## src/rtl/gcd_pkg.sv

```systemverilog
// rtl/gcd_pkg.sv - shared constants, dispatcher state and job type for the GCD feeder
package gcd_pkg;

    localparam int GCD_WIDTH = 32;
    localparam int GCD_TAG_W = 4;
    localparam int GCD_DEPTH = 4;

    typedef enum logic [1:0] {
        IDLE    = 2'd0,
        ISSUE   = 2'd1,
        WAIT    = 2'd2,
        CAPTURE = 2'd3
    } disp_state_e;

    typedef struct packed {
        logic [GCD_WIDTH-1:0] a;
        logic [GCD_WIDTH-1:0] b;
        logic [GCD_TAG_W-1:0] tag;
    } gcd_job_t;

endpackage

```

## src/rtl/gcd_dispatch_if.sv

```systemverilog
// rtl/gcd_dispatch_if.sv - job input stream, result output stream and engine link
interface gcd_dispatch_if
    import gcd_pkg::*;
#(
    parameter int WIDTH = GCD_WIDTH,
    parameter int TAG_W = GCD_TAG_W
);
    logic             in_valid;
    logic             in_ready;
    logic [WIDTH-1:0] in_a;
    logic [WIDTH-1:0] in_b;
    logic [TAG_W-1:0] in_tag;

    logic             out_valid;
    logic             out_ready;
    logic [WIDTH-1:0] out_r;
    logic [TAG_W-1:0] out_tag;
    logic             out_bypass;

    logic             eng_start;
    logic [WIDTH-1:0] eng_a;
    logic [WIDTH-1:0] eng_b;
    logic             eng_ready;
    logic             eng_done_tick;
    logic [WIDTH-1:0] eng_r;

    logic             busy;

    modport master (
        output in_valid, in_a, in_b, in_tag, out_ready,
               eng_ready, eng_done_tick, eng_r,
        input  in_ready, out_valid, out_r, out_tag, out_bypass,
               eng_start, eng_a, eng_b, busy
    );

    modport slave (
        input  in_valid, in_a, in_b, in_tag, out_ready,
               eng_ready, eng_done_tick, eng_r,
        output in_ready, out_valid, out_r, out_tag, out_bypass,
               eng_start, eng_a, eng_b, busy
    );

endinterface

```

## src/rtl/gcd_job_fifo.sv

```systemverilog
// rtl/gcd_job_fifo.sv - first-word-fall-through job FIFO with full/empty flags
module gcd_job_fifo #(
    parameter int DATA_W = 68,
    parameter int DEPTH  = 4
) (
    input  logic              clk,
    input  logic              rst_n,
    input  logic              push,
    input  logic [DATA_W-1:0] din,
    input  logic              pop,
    output logic [DATA_W-1:0] dout,
    output logic              full,
    output logic              empty
);
    localparam int AW = $clog2(DEPTH);

    logic [DATA_W-1:0] mem_q [DEPTH];
    logic [AW-1:0]     wr_ptr_q;
    logic [AW-1:0]     rd_ptr_q;
    logic [AW:0]       count_q;
    logic              do_push;
    logic              do_pop;

    assign full    = (count_q == (AW+1)'(DEPTH));
    assign empty   = (count_q == '0);
    assign do_push = push && !full;
    assign do_pop  = pop && !empty;
    assign dout    = mem_q[rd_ptr_q];

    always_ff @(posedge clk or negedge rst_n) begin
        if (!rst_n) begin
            wr_ptr_q <= '0;
            rd_ptr_q <= '0;
            count_q  <= '0;
        end else begin
            if (do_push) wr_ptr_q <= wr_ptr_q + 1'b1;
            if (do_pop)  rd_ptr_q <= rd_ptr_q + 1'b1;
            case ({do_push, do_pop})
                2'b10:   count_q <= count_q + 1'b1;
                2'b01:   count_q <= count_q - 1'b1;
                default: count_q <= count_q;
            endcase
        end
    end

    // Storage carries no reset; only entries behind the pointers are ever read.
    always_ff @(posedge clk) begin
        if (do_push) mem_q[wr_ptr_q] <= din;
    end

endmodule

```

## src/rtl/gcd_dispatch.sv

```systemverilog
// rtl/gcd_dispatch.sv - feeds queued jobs to the GCD engine and returns results in order
module gcd_dispatch
    import gcd_pkg::*;
#(
    parameter int WIDTH = GCD_WIDTH,
    parameter int DEPTH = GCD_DEPTH,
    parameter int TAG_W = GCD_TAG_W
) (
    input  logic         clk,
    input  logic         reset_n,
    gcd_dispatch_if.slave bus
);
    localparam int JOB_W = 2*WIDTH + TAG_W;

    disp_state_e      state_q;
    logic             out_valid_q;
    logic [WIDTH-1:0] out_r_q;
    logic [TAG_W-1:0] out_tag_q;
    logic             out_bypass_q;
    logic             eng_start_q;
    logic [WIDTH-1:0] eng_a_q;
    logic [WIDTH-1:0] eng_b_q;
    logic [TAG_W-1:0] tag_q;

    logic [JOB_W-1:0] head;
    logic [WIDTH-1:0] head_a;
    logic [WIDTH-1:0] head_b;
    logic [TAG_W-1:0] head_tag;
    logic             fifo_full;
    logic             fifo_empty;
    logic             slot_free;
    logic             dispatch;
    logic             head_zero;

    gcd_job_fifo #(
        .DATA_W (JOB_W),
        .DEPTH  (DEPTH)
    ) u_fifo (
        .clk   (clk),
        .rst_n (reset_n),
        .push  (bus.in_valid),
        .din   ({bus.in_a, bus.in_b, bus.in_tag}),
        .pop   (dispatch),
        .dout  (head),
        .full  (fifo_full),
        .empty (fifo_empty)
    );

    assign {head_a, head_b, head_tag} = head;

    // The slot counts as free when it drains on this same edge.
    assign slot_free = !out_valid_q || bus.out_ready;
    assign dispatch  = (state_q == IDLE) && !fifo_empty && slot_free;
    assign head_zero = (head_a == '0) || (head_b == '0);

    always_ff @(posedge clk or negedge reset_n) begin
        if (!reset_n) begin
            state_q      <= IDLE;
            out_valid_q  <= 1'b0;
            out_r_q      <= '0;
            out_tag_q    <= '0;
            out_bypass_q <= 1'b0;
            eng_start_q  <= 1'b0;
            eng_a_q      <= '0;
            eng_b_q      <= '0;
            tag_q        <= '0;
        end else begin
            eng_start_q <= 1'b0;
            if (out_valid_q && bus.out_ready) out_valid_q <= 1'b0;

            case (state_q)
                IDLE: begin
                    if (dispatch) begin
                        // The engine never terminates on a zero operand; gcd(x,0) = x.
                        if (head_zero) begin
                            out_valid_q  <= 1'b1;
                            out_r_q      <= head_a | head_b;
                            out_tag_q    <= head_tag;
                            out_bypass_q <= 1'b1;
                        end else begin
                            eng_a_q <= head_a;
                            eng_b_q <= head_b;
                            tag_q   <= head_tag;
                            state_q <= ISSUE;
                        end
                    end
                end
                ISSUE: begin
                    if (bus.eng_ready) begin
                        eng_start_q <= 1'b1;
                        state_q     <= WAIT;
                    end
                end
                WAIT: begin
                    if (bus.eng_done_tick) state_q <= CAPTURE;
                end
                CAPTURE: begin
                    // Engine result carries its final shift only one cycle after done_tick.
                    out_valid_q  <= 1'b1;
                    out_r_q      <= bus.eng_r;
                    out_tag_q    <= tag_q;
                    out_bypass_q <= 1'b0;
                    state_q      <= IDLE;
                end
                default: state_q <= IDLE;
            endcase
        end
    end

    assign bus.in_ready   = !fifo_full;
    assign bus.out_valid  = out_valid_q;
    assign bus.out_r      = out_r_q;
    assign bus.out_tag    = out_tag_q;
    assign bus.out_bypass = out_bypass_q;
    assign bus.eng_start  = eng_start_q;
    assign bus.eng_a      = eng_a_q;
    assign bus.eng_b      = eng_b_q;
    assign bus.busy       = !fifo_empty || (state_q != IDLE) || out_valid_q;

endmodule

```

## src/flat_wrapper.sv

```systemverilog
// flat-port wrapper written by rule: the top's interface ports become plain ports
module gcd_dispatch_flat import gcd_pkg::*;
#(
    parameter int WIDTH = GCD_WIDTH,
    parameter int DEPTH = GCD_DEPTH,
    parameter int TAG_W = GCD_TAG_W
)
  (clk, reset_n, bus_in_valid, bus_in_a, bus_in_b, bus_in_tag, bus_out_ready, bus_eng_ready, bus_eng_done_tick, bus_eng_r, bus_in_ready, bus_out_valid, bus_out_r, bus_out_tag, bus_out_bypass, bus_eng_start, bus_eng_a, bus_eng_b, bus_busy);
  gcd_dispatch_if #(.WIDTH(WIDTH), .TAG_W(TAG_W)) bus_i ();
  input  logic clk;
  input  logic reset_n;
  input wire logic [$bits(bus_i.in_valid)-1:0] bus_in_valid;
  input wire logic [$bits(bus_i.in_a)-1:0] bus_in_a;
  input wire logic [$bits(bus_i.in_b)-1:0] bus_in_b;
  input wire logic [$bits(bus_i.in_tag)-1:0] bus_in_tag;
  input wire logic [$bits(bus_i.out_ready)-1:0] bus_out_ready;
  input wire logic [$bits(bus_i.eng_ready)-1:0] bus_eng_ready;
  input wire logic [$bits(bus_i.eng_done_tick)-1:0] bus_eng_done_tick;
  input wire logic [$bits(bus_i.eng_r)-1:0] bus_eng_r;
  output wire logic [$bits(bus_i.in_ready)-1:0] bus_in_ready;
  output wire logic [$bits(bus_i.out_valid)-1:0] bus_out_valid;
  output wire logic [$bits(bus_i.out_r)-1:0] bus_out_r;
  output wire logic [$bits(bus_i.out_tag)-1:0] bus_out_tag;
  output wire logic [$bits(bus_i.out_bypass)-1:0] bus_out_bypass;
  output wire logic [$bits(bus_i.eng_start)-1:0] bus_eng_start;
  output wire logic [$bits(bus_i.eng_a)-1:0] bus_eng_a;
  output wire logic [$bits(bus_i.eng_b)-1:0] bus_eng_b;
  output wire logic [$bits(bus_i.busy)-1:0] bus_busy;
  assign bus_i.in_valid = bus_in_valid;
  assign bus_i.in_a = bus_in_a;
  assign bus_i.in_b = bus_in_b;
  assign bus_i.in_tag = bus_in_tag;
  assign bus_i.out_ready = bus_out_ready;
  assign bus_i.eng_ready = bus_eng_ready;
  assign bus_i.eng_done_tick = bus_eng_done_tick;
  assign bus_i.eng_r = bus_eng_r;
  assign bus_in_ready = bus_i.in_ready;
  assign bus_out_valid = bus_i.out_valid;
  assign bus_out_r = bus_i.out_r;
  assign bus_out_tag = bus_i.out_tag;
  assign bus_out_bypass = bus_i.out_bypass;
  assign bus_eng_start = bus_i.eng_start;
  assign bus_eng_a = bus_i.eng_a;
  assign bus_eng_b = bus_i.eng_b;
  assign bus_busy = bus_i.busy;
  gcd_dispatch #(.WIDTH(WIDTH), .DEPTH(DEPTH), .TAG_W(TAG_W)) u_core (.clk(clk), .reset_n(reset_n), .bus(bus_i));
endmodule
```

## config.mk

```make
export PLATFORM = sky130hd
export DESIGN_NAME = gcd_dispatch_flat
export DESIGN_NICKNAME = d
export VERILOG_FILES = /design/src/rtl/gcd_pkg.sv /design/src/rtl/gcd_dispatch_if.sv /design/src/rtl/gcd_job_fifo.sv /design/src/rtl/gcd_dispatch.sv /design/src/flat_wrapper.sv
export SDC_FILE = /design/constraint.sdc
export NUM_CORES = 1
export LEC_CHECK = 0
export CAP_MARGIN = 20
export CORE_MARGIN = 2
export CORE_UTILIZATION = 60
export DETAILED_ROUTE_END_ITERATION = 6
export DONT_BUFFER_PORTS = 1
export PLACE_DENSITY = 0.82
export SLEW_MARGIN = 20
export SYNTH_ARGS = -nofsm -noshare
export SYNTH_HDL_FRONTEND = slang
export SYNTH_SLANG_ARGS = --single-unit
```

## constraint.sdc

```tcl
create_clock -name clk -period 6.2 [get_ports clk]
set_clock_uncertainty 0.2 [all_clocks]
set_input_delay 1.24 -clock clk [delete_from_list [all_inputs] [get_ports clk]]
set_output_delay 1.24 -clock clk [all_outputs]
set_load 0.03 [all_outputs]
```

=== Word level (Yosys, flattened, before mapping) ===
Memories as Yosys holds them, arrays and structs flattened.
Index checks and enable logic that the tools add are counted.
Widths: inputs -> output; s select.

* Bits in registers: 116
* Memory bits (writable): 272
* Bits of input ports: 106
* Output and inout port bits: 105
* Logic and storage cells: 75
* Memories: 1

{| class="wikitable"
|+ Memory list
! memory !! words !! bits a word !! rd ports !! clocked after Yosys merged registers in !! wr ports !! RTL line !! RTL
|-
| u_core.u_fifo.mem_q || 4 || 68 || 1 || 0 || 1 || gcd_job_fifo.sv:17 || <nowiki>logic [DATA_W-1:0] mem_q [DEPTH];</nowiki>
|}

* Add/sub/neg operators: 4
* Equal/unequal tests: 11
* Multiplexer cells: 23
* Bitwise gates (word level): 2
* Reductions and logical operators: 22

{| class="wikitable"
|+ Operator list
! operator !! count
|-
| $logic_not 32->1 || 2
|-
| $mux 32 || 2
|-
| $pmux 32 s2 || 1
|-
| $or 32x32->32 || 1
|-
| $mux 1 || 9
|-
| $mux 2 || 4
|-
| $mux 4 || 2
|-
| $ne 2x2->1 const B || 4
|-
| $pmux 2 s4 || 1
|-
| $pmux 4 s2 || 1
|-
| $eq 2x2->1 const B || 3
|-
| $pmux 3 s2 || 1
|-
| $reduce_and 3->1 || 2
|-
| $reduce_bool 2->1 || 3
|-
| $logic_and 1x1->1 || 5
|-
| $add 2x1->2 const B || 2
|-
| $eq 2x1->1 const B || 2
|-
| $logic_or 1x1->1 || 4
|-
| $pmux 1 s2 || 2
|-
| $reduce_and 4->1 || 1
|-
| $add 3x1->3 const B || 1
|-
| $eq 3x3->1 const B || 1
|-
| $logic_not 1->1 || 3
|-
| $logic_not 3->1 || 1
|-
| 4 further kinds || 4
|}

=== Longest topological paths before layout ===
Gate-level depths: netlist (run 1).

* Depth in word-level cells: 7
* Depth in mapped cells: 12
* Gate-level depth less buffers: 10

=== By module ===
A second synthesis (run 1) with hierarchy kept.

* Cell total of the unflattened synthesis: 789
* Area total of the unflattened synthesis: 15282.2 um^2

{| class="wikitable"
|+ Modules (own cells, without submodules)
! module !! instances !! cells an instance !! area each (um^2) !! seq. area each (um^2)
|-
| gcd_job_fifo || 1 || 393 || 10314.9 || 8343.0
|-
| gcd_dispatch || 1 || 396 || 4967.3 || 2727.6
|}

=== Worst setup path before layout (run 1) ===
Ideal clock, no wire load.

* Path kind: input to register
* From: input bus_in_valid
* To: memory u_core.u_fifo.mem_q[0][0] (enable)
* Setup time: 0.434 ns
* Data arrival time: 2.874 ns
* Required time: 5.566 ns
* Path slack: 2.692 ns
* Stages on the path: 1
* Buffers on the path: 0
* Path through: and3_1

* Longest elaborated chain between the ends: 3

{| class="wikitable"
|+ RTL lines
! element !! RTL line !! RTL
|-
| start, declared || flat_wrapper.sv:12 || <nowiki>input wire logic [$bits(bus_i.in_valid)-1:0] bus_in_valid;</nowiki>
|-
| $logic_and 1x1->1 || gcd_job_fifo.sv:26 || <nowiki>assign do_push = push && !full;</nowiki>
|-
| $mux 1 || gcd_job_fifo.sv:48 || <nowiki>if (do_push) mem_q[wr_ptr_q] <= din;</nowiki>
|-
| $mux 1 (not written as such) || gcd_job_fifo.sv:48 ||
|-
| end, declared || gcd_job_fifo.sv:17 ||
|}

Every way passes these cells.

=== Final worst setup path (run 1) ===
* From: register u_core.u_fifo.rd_ptr_q[0]
* To: register u_core.eng_b_q[19] (netlist: u_core.bus.eng_b[19])

* Longest elaborated chain between the ends: 5
* Elaborated cells between the ends (all ways): 6
* Classes of those cells: bitwise (1); reduce/logical (4); memory (1)

{| class="wikitable"
|+ RTL lines
! element !! RTL line !! RTL
|-
| start, declared || gcd_job_fifo.sv:19 || <nowiki>logic [AW-1:0] rd_ptr_q;</nowiki>
|-
| start signal, assigned || gcd_job_fifo.sv:37 || <nowiki>if (do_pop) rd_ptr_q <= rd_ptr_q + 1'b1;</nowiki>
|-
| $mem_v2 4x68 (*) || -- ||
|-
| $logic_not 32->1 || gcd_dispatch.sv:54 || <nowiki>assign head_zero = (head_a == '0) || (head_b == '0);</nowiki>
|-
| $logic_or 1x1->1 || gcd_dispatch.sv:54 ||
|-
| $not 1->1 (no line) || -- ||
|-
| $reduce_and 3->1 (no line) || -- ||
|-
| end signal, assigned || gcd_dispatch.sv:65 || <nowiki>eng_b_q <= '0;</nowiki>
|-
| end signal, assigned || gcd_dispatch.sv:82 || <nowiki>eng_b_q <= head_b;</nowiki>
|-
| end, declared || gcd_dispatch.sv:22 || <nowiki>logic [WIDTH-1:0] eng_b_q;</nowiki>
|}

Mark *: on every way between the ends. The rest lies on a longest branch, timed or not.
A chain may end at the register's enable or synchronous reset.

==> results.py, run 1 <==
metrics = {
    "floorplanning": {
        "die_w_um": 168,
        "floorplan.core_area_mm2": 0.0261,
        "boundaryPins": 211,
        "floorplan.initialDensity_pct": 61.4,
        "fp.dieH_um": 168,
        "die-area_mm2": 0.0281,
        "rows": 59,
    },
    "cts": {
        "cts_made_buffers": 40,
        "clkLatencyLatePin_ns": 0.54,
        "ctsResizeCount": 0,
        "cts.reportedPaths.clkPinSlew_ns": 0.06,
        "h-tree-depth": 2,
        "cts-hold-fix-buffers": 0,
        "clock_sink_count": 388,
        "tritoncts": "built",
        "postCtsSetupRepairBufs": 0,
        "ctsLongestPathBuffers": 3,
        "clock-root-buffer": "sky130_fd_sc_hd__clkbuf_16",
    },
    "critical_path": {
        "worstPathArrival_ns": 4.47,
        "critical_path.max_fanout": 43,
        "critical_path_required_ns": 6.41,
        "critical_path.endpoint_type": "register",
        "worstSetupStartpointType": "register",
        "r2r_cells": 8,
        "timing_worst_setup_path_type": "register to register",
    },
    "power": {
        "combinational_group_share_of_total_power_pct": 32.8,
        "power_density_mw_per_mm2": 616,
        "sequentialPowerShare_pct": 44.6,
        "leakage_nw": 6.62,
        "clkPwrFrac_pct": 22.5,
        "ir_worst_vdd_uv": 349,
        "cell_internal_pwr_mw": 6.58,
        "switching_share_pct": 39.9,
        "net-switching-power_mw": 4.36,
    },
    "synthesis": {
        "post_synth_instance_area_mm2": 0.0160,
        "avgSynthCellArea_um2": 16.2,
        "synth.top_cell.area_share_pct": 50.9,
        "synth_cell_type_count": 39,
        "syn_inst": 988,
        "dominantRegCellSynth": "sky130_fd_sc_hd__edfxtp_1",
        "post-synth-top-area-cell": "sky130_fd_sc_hd__edfxtp_1",
        "ys_seq_area_share_pct": 69.0,
        "synth.yosys.warnings": 0,
        "ys_async_sr_fraction_pct": 29.9,
        "post_synth_edffs": 272,
        "yosys_register_bits": 388,
        "synth.top_cells.by_area": "sky130_fd_sc_hd__edfxtp_1 51%, sky130_fd_sc_hd__dfrtp_1 18%, sky130_fd_sc_hd__mux4_2 9.5%",
        "syn-num-nets": 1105,
    },
    "cells_and_area": {
        "drive_gt1_share_pct": 22.0,
        "ff_latch_area_mm2": 0.0111,
        "final_cell_count_no_fill": 1358,
        "multiInputGateArea_mm2": 0.00471,
        "layout.filler_cells": 1665,
        "syn_to_final_growth_pct": 10.7,
        "nNetsFinal": 1107,
        "fin_util_pct": 67.9,
        "layout.cells.most_common": "sky130_fd_sc_hd__edfxtp_1",
        "layout_common_cells": "272 x sky130_fd_sc_hd__edfxtp_1, 138 x sky130_fd_sc_hd__nand2_1, 114 x sky130_fd_sc_hd__dfrtp_1",
    },
    "timing": {
        "worst_hold_slack_ns": 0.202,
        "final.period_utilization_pct": 68.7,
        "tns_ns": 0,
        "timing_max_transition_violations_final": 0,
        "final-setup-viol-count": 0,
        "least_setup_slack_across_all_paths_after_layout_ns": 1.94,
        "fmax_ghz": 0.235,
        "tightestPinTransition_ns": 1.09,
        "relSlewSlack_pct": 27.6,
        "period_minus_slack_ns": 4.26,
        "hold_violations": 0,
        "grt_setup_unrepaired": "false",
    },
    "route": {
        "detail_route.iter0.violations": 951,
        "post-route-drc-count": 16,
        "route.vias.total": 8942,
        "firstDrtPassIters": 7,
        "routed_wire_length_per_instance_um": 29.0,
        "ant_nets": 0,
        "drt-total-wl_mm": 39.3,
        "routed_via_density": 6.58,
    },
    "grt": {
        "total_grt_overflow": 0,
        "antenna_found_initial": 4,
        "grt_pass1_wl_mm": 58.4,
        "grt_max_degree": 117,
        "globalRouteTotalUtil_pct": 28.2,
        "via_count_of_the_first_global_routing_pass": 9172,
    },
    "flow_run": {
        "cap_violations": 0,
    },
    "placement": {
        "gpl.final_weighted_congestion": 0.829,
        "pre_cts_slack_ns": 1.94,
        "dp.final_hpwl_mm": 25.2,
        "place.detailed.instances": 1281,
        "placement.io_buffers": 0,
    },
    "status": {
        "failing_checks": "DRC",
        "run_status": "finished, violations left",
    },
    "min_path": {
        "min_path_type": "input port to async pin",
    },
}
==> worst max-delay path: stages (launching register included) <==
cell and delay [ns]:
sky130_fd_sc_hd__dfrtp_4 1.01, sky130_fd_sc_hd__buf_4 0.37, sky130_fd_sc_hd__mux4_2 0.62, sky130_fd_sc_hd__nor4_1 0.41, sky130_fd_sc_hd__nand4_1 0.24, sky130_fd_sc_hd__o22a_2 0.30
sky130_fd_sc_hd__and2_4 0.29, sky130_fd_sc_hd__buf_16 0.26, sky130_fd_sc_hd__mux2_4 0.34
==> per-layer routing <==
layer / up-vias / wire [um] / GRT usage (%)
li1: 3785 / - / -
met1: 4565 / 14200 / 35.6
met2: 504 / 19000 / 45.4
met3: 86 / 4570 / 10.5
met4: 2 / 1520 / 10.4
met5: - / 13 / 0
==> stage by stage <==
stage	power (mW)	area (um^2)
after floorplan	7.33	16000
final	10.9	17800
after global routing	11.4	17800
after CTS	10.9	17700
after global placement	8.30	16400
after detailed placement	8.45	16400
==> state kept, by name, indices dropped and copies added (netlist names), 2 cells and up <==
signal and count:
u_core.u_fifo.mem_q 272, u_core.state_q 2, u_core.u_fifo.wr_ptr_q 2, u_core.bus.out_tag 4, u_core.u_fifo.rd_ptr_q 2, u_core.bus.out_r 32, u_core.bus.eng_a 32, u_core.bus.eng_b 32
u_core.u_fifo.count_q 3, u_core.tag_q 4
==> cell type report <==
class	count	area share, %
antenna	1	0.0141
clock buffer	44	5.84
clock inverter	30	1.72
inverter	12	0.254
multi-input combinational	532	26.5
sequential	388	62.4
tap	335	2.36
timing repair buffer	16	0.902
==> power groups by stage <==
stage	logic (mW)	clock network [mW]	registers [mW]
after floorplan	2.72	0	4.61
after global placement	3.40	0	4.90
after detailed placement	3.52	0	4.93
after CTS	3.54	2.47	4.89
after global routing	3.88	2.59	4.96
final	3.59	2.46	4.89
==> synth_stat cells (2+ instances only) <==
library cell and instances:
sky130_fd_sc_hd__edfxtp_1 272, sky130_fd_sc_hd__nand2_1 138, sky130_fd_sc_hd__dfrtp_1 116, sky130_fd_sc_hd__mux4_2 68
sky130_fd_sc_hd__o21ai_0 66, sky130_fd_sc_hd__mux2_2 49, sky130_fd_sc_hd__mux2i_1 41, sky130_fd_sc_hd__clkbuf_1 36
sky130_fd_sc_hd__nor2_1 36, sky130_fd_sc_hd__a211o_1 32, sky130_fd_sc_hd__mux2_4 20, sky130_fd_sc_hd__nor4_1 16
sky130_fd_sc_hd__buf_2 15, sky130_fd_sc_hd__inv_1 12, sky130_fd_sc_hd__ha_1 10, sky130_fd_sc_hd__nand2b_1 6
sky130_fd_sc_hd__o22ai_1 6, sky130_fd_sc_hd__a211oi_1 5, sky130_fd_sc_hd__and3_1 5, sky130_fd_sc_hd__and2_1 4
sky130_fd_sc_hd__nand4_1 4, sky130_fd_sc_hd__a21oi_1 3, sky130_fd_sc_hd__buf_6 3, sky130_fd_sc_hd__nand3_1 3
sky130_fd_sc_hd__xnor2_1 3, sky130_fd_sc_hd__xor2_1 3, sky130_fd_sc_hd__buf_4 2, sky130_fd_sc_hd__nor3_1 2
sky130_fd_sc_hd__or3_1 2
==> worst paths after layout <==
| kind | slack [ns] | to | startpoint |
|---|---|---|---|
| worst min register to register | 0.30 | u_core.u_fifo.count_q[2]$_DFFE_PN0P_ | u_core.u_fifo.count_q[2]$_DFFE_PN0P_ |
| min in group clk | 0.30 | u_core.u_fifo.count_q[2]$_DFFE_PN0P_ | u_core.u_fifo.count_q[2]$_DFFE_PN0P_ |
| max in group asynchronous | 5.43 | u_core.bus.eng_b[10]$_DFFE_PN0P_ | reset_n |
| worst max-delay path | 1.94 | u_core.bus.eng_b[19]$_DFFE_PN0P_ | u_core.u_fifo.rd_ptr_q[0]$_DFFE_PN0P_ |
| worst max register to register | 1.94 | u_core.bus.eng_b[19]$_DFFE_PN0P_ | u_core.u_fifo.rd_ptr_q[0]$_DFFE_PN0P_ |
| worst min-delay path | 0.20 | u_core.bus.out_r[19]$_DFFE_PN0P_ | reset_n |
==> cells by family (layout without fill, tap and decap cells) <==
group,after synthesis,in the layout,share of synthesized area [%]
AO/OA/AOI/OAI,117,117,4.61
XOR/XNOR,6,6,0.328
adder cells (fa/ha/maj),11,11,0.904
buffers and inverters,68,102,1.89
flip-flops,388,388,69.0
multiplexers,178,178,17.4
other,0,1,0
AND/OR/NAND/NOR,220,220,5.87
Power figures use the tool's default switching activity.
==> run 2, diff against run 1 <==
==> constraint.sdc (replaced) <==
create_clock -name clk -period 4.05 [get_ports clk]
set_clock_uncertainty 0.2 [all_clocks]
set_input_delay 0.81 -clock clk [delete_from_list [all_inputs] [get_ports clk]]
set_output_delay 0.81 -clock clk [all_outputs]
set_load 0.03 [all_outputs]
==> run 2 against run 1 <==
  * The run still ends with DRC left
  * Design area increased by 0.33%
  * Non-clock buffer count increased by 4
  * Critical path depth unchanged
  * Total power increased by 53%
  * Setup slack got worse by 1.7 ns
  * Sequential share of layout area decreased by 0.21 points
  * Flip-flop and latch count unchanged
  * Critical path type unchanged
==> results.py, run 2 (synthesized netlist as in run 1, its figures left out) <==
metrics = {
    "cells_and_area": {
        "nNetsFinal": 1110,
        "layout_common_cells": "272 x sky130_fd_sc_hd__edfxtp_1, 138 x sky130_fd_sc_hd__nand2_1, 114 x sky130_fd_sc_hd__dfrtp_1",
        "syn_to_final_growth_pct": 11.0,
        "layout.cells.most_common": "sky130_fd_sc_hd__edfxtp_1",
        "largest-register": "u_core.u_fifo.mem_q",
        "drive_gt1_share_pct": 22.6,
        "antenna_cells_inserted": 0,
        "layout.filler_cells": 1613,
        "largest_reg_flops": 272,
    },
    "critical_path": {
        "largest_stage_delay_on_the_critical_path_ns": 0.63,
        "r2r_cells": 8,
        "timing.critical_path.cells": "buf_12, mux4_2, nor4_1, nand4_1, o22a_2, and2_4, buf_16, mux2_4",
        "cpLargestDelayFamily": "multiplexers",
        "slowest_stage_cell_on_the_critical_path": "sky130_fd_sc_hd__dfrtp_4",
        "r2r_setup_slack_ns": 0.28,
        "critical_path.max_fanout": 46,
        "regToRegEndpoint": "u_core.bus.eng_b[17]$_DFFE_PN0P_",
        "critical_path_depth": 8,
        "timing_worst_setup_path_type": "register to register",
        "crit_buf_inv": 2,
        "worstPathArrival_ns": 3.97,
        "critical_path.reg2reg.startpoint": "u_core.u_fifo.rd_ptr_q[0]$_DFFE_PN0P_",
        "critical_path.endpoint_type": "register",
        "critical_path_required_ns": 4.25,
        "worstSetupStartpointType": "register",
    },
    "floorplanning": {
        "die_w_um": 168,
        "fp.dieH_um": 168,
        "die-area_mm2": 0.0281,
        "boundaryPins": 211,
        "floorplan.initialDensity_pct": 61.4,
        "floorplan.core_area_mm2": 0.0261,
        "rows": 59,
    },
    "placement": {
        "placement.io_buffers": 0,
        "dp.final_hpwl_mm": 25.7,
        "gpl.final_weighted_congestion": 0.832,
    },
    "power": {
        "net-switching-power_mw": 6.69,
        "switching_share_pct": 40.0,
        "leakage_nw": 6.62,
        "ir_worst_vdd_uv": 459,
        "combinational_group_share_of_total_power_pct": 34.4,
        "clkPwrFrac_pct": 21.6,
        "power_density_mw_per_mm2": 939,
        "cell_internal_pwr_mw": 10.0,
        "sequentialPowerShare_pct": 44.0,
    },
    "cts": {
        "clock-root-buffer": "sky130_fd_sc_hd__clkbuf_16",
        "tritoncts": "built",
        "cts_made_buffers": 39,
        "ctsLongestPathBuffers": 3,
        "clock_sink_count": 388,
        "postCtsSetupRepairBufs": 0,
        "ctsResizeCount": 0,
        "clkLatencyLatePin_ns": 0.53,
        "h-tree-depth": 2,
        "cts-hold-fix-buffers": 1,
        "cts.reportedPaths.clkPinSlew_ns": 0.06,
    },
    "timing": {
        "grt_setup_unrepaired": "false",
        "final.period_utilization_pct": 93.1,
        "worst_hold_slack_ns": 0.0694,
        "fmax_ghz": 0.265,
        "period_minus_slack_ns": 3.77,
        "timing_max_transition_violations_final": 0,
        "hold_violations": 0,
        "relSlewSlack_pct": 26.8,
        "final-setup-viol-count": 0,
        "tns_ns": 0,
        "tightestPinTransition_ns": 1.10,
    },
    "grt": {
        "antenna_found_initial": 1,
        "total_grt_overflow": 0,
        "grt_pass1_wl_mm": 58.5,
        "globalRouteTotalUtil_pct": 28.5,
        "grt_max_degree": 117,
        "via_count_of_the_first_global_routing_pass": 9153,
    },
    "route": {
        "drt-total-wl_mm": 39.7,
        "routed_via_density": 6.62,
        "route.vias.total": 8986,
        "firstDrtPassIters": 7,
        "ant_nets": 0,
        "detail_route.iter0.violations": 1073,
        "routed_wire_length_per_instance_um": 29.2,
        "post-route-drc-count": 16,
    },
    "status": {
        "failing_checks": "DRC",
        "run_status": "finished, violations left",
    },
    "min_path": {
        "min_path_type": "input port to async pin",
    },
    "flow_run": {
        "cap_violations": 0,
    },
}
==> run 2: changes by cell type in the layout (fill, tap and decap cells not counted), sizes merged, moves of 3 or more <==
cell      before  now
clkinv        19    8
clkinvlp       1    5
clkbuf        44   55
inv           16   12
bufinv         6    3
buf           16   20
==> run 2: routing by layer <==
metal | track usage [%] | up-vias | part of all wire [%]
li1 | - | 3783 | -
met1 | 34.8 | 4618 | 34
met2 | 45.9 | 493 | 49
met3 | 12.1 | 90 | 13
met4 | 10.4 | 2 | 3.7
met5 | 0 | - | 0.033
==> run 2: area by class of cell <==
class                      count  area, um^2  share of cell area (%)
sequential                   388       11100                    62.2
multi-input combinational    532        4710                    26.4
clock buffer                  55        1130                    6.33
tap                          335         419                    2.35
timing repair buffer          20         265                    1.49
clock inverter                16         170                   0.955
inverter                      12        45.0                   0.253
==> run 2: worst max-delay path by stage <==
stage                                     startpoint                               end  slack [ns]
3_5_place_dp   u_core.u_fifo.rd_ptr_q[0]$_DFFE_PN0P_  u_core.bus.eng_b[17]$_DFFE_PN0P_        0.29
4_1_cts        u_core.u_fifo.rd_ptr_q[0]$_DFFE_PN0P_  u_core.bus.eng_b[26]$_DFFE_PN0P_        0.28
5_1_grt        u_core.u_fifo.rd_ptr_q[0]$_DFFE_PN0P_  u_core.bus.eng_b[17]$_DFFE_PN0P_         0.1
6_report       u_core.u_fifo.rd_ptr_q[0]$_DFFE_PN0P_  u_core.bus.eng_b[17]$_DFFE_PN0P_        0.28
3_3_place_gp   u_core.u_fifo.rd_ptr_q[0]$_DFFE_PN0P_  u_core.bus.eng_b[14]$_DFFE_PN0P_        0.38
2_1_floorplan  u_core.u_fifo.rd_ptr_q[0]$_DFFE_PN0P_  u_core.bus.eng_b[12]$_DFFE_PN0P_        0.94
==> run 2: power by group through the flow <==
stage / sequential (mW) / clock [mW] / combinational (mW)
6_report: 7.37 / 3.61 / 5.75
5_1_grt: 7.48 / 3.80 / 6.16
4_1_cts: 7.37 / 3.65 / 5.72
3_5_place_dp: 7.43 / 0 / 5.64
3_3_place_gp: 7.37 / 0 / 5.45
2_1_floorplan: 7.05 / 0 / 4.17
==> run 2: through the flow <==
step           worst slack [ns]  instances  instance area (um^2)  util, %  power, mW
3_5_place_dp              0.286       1285                 16500     63.0       13.1
5_1_grt                  0.0982       1358                 17800     68.2       17.4
2_1_floorplan             0.935        988                 16000        -       11.2
6_report                  0.281       1358                 17800     68.2       16.7
3_3_place_gp              0.377       1285                 16500     63.0       12.8
4_1_cts                   0.285       1357                 17800     68.1       16.7
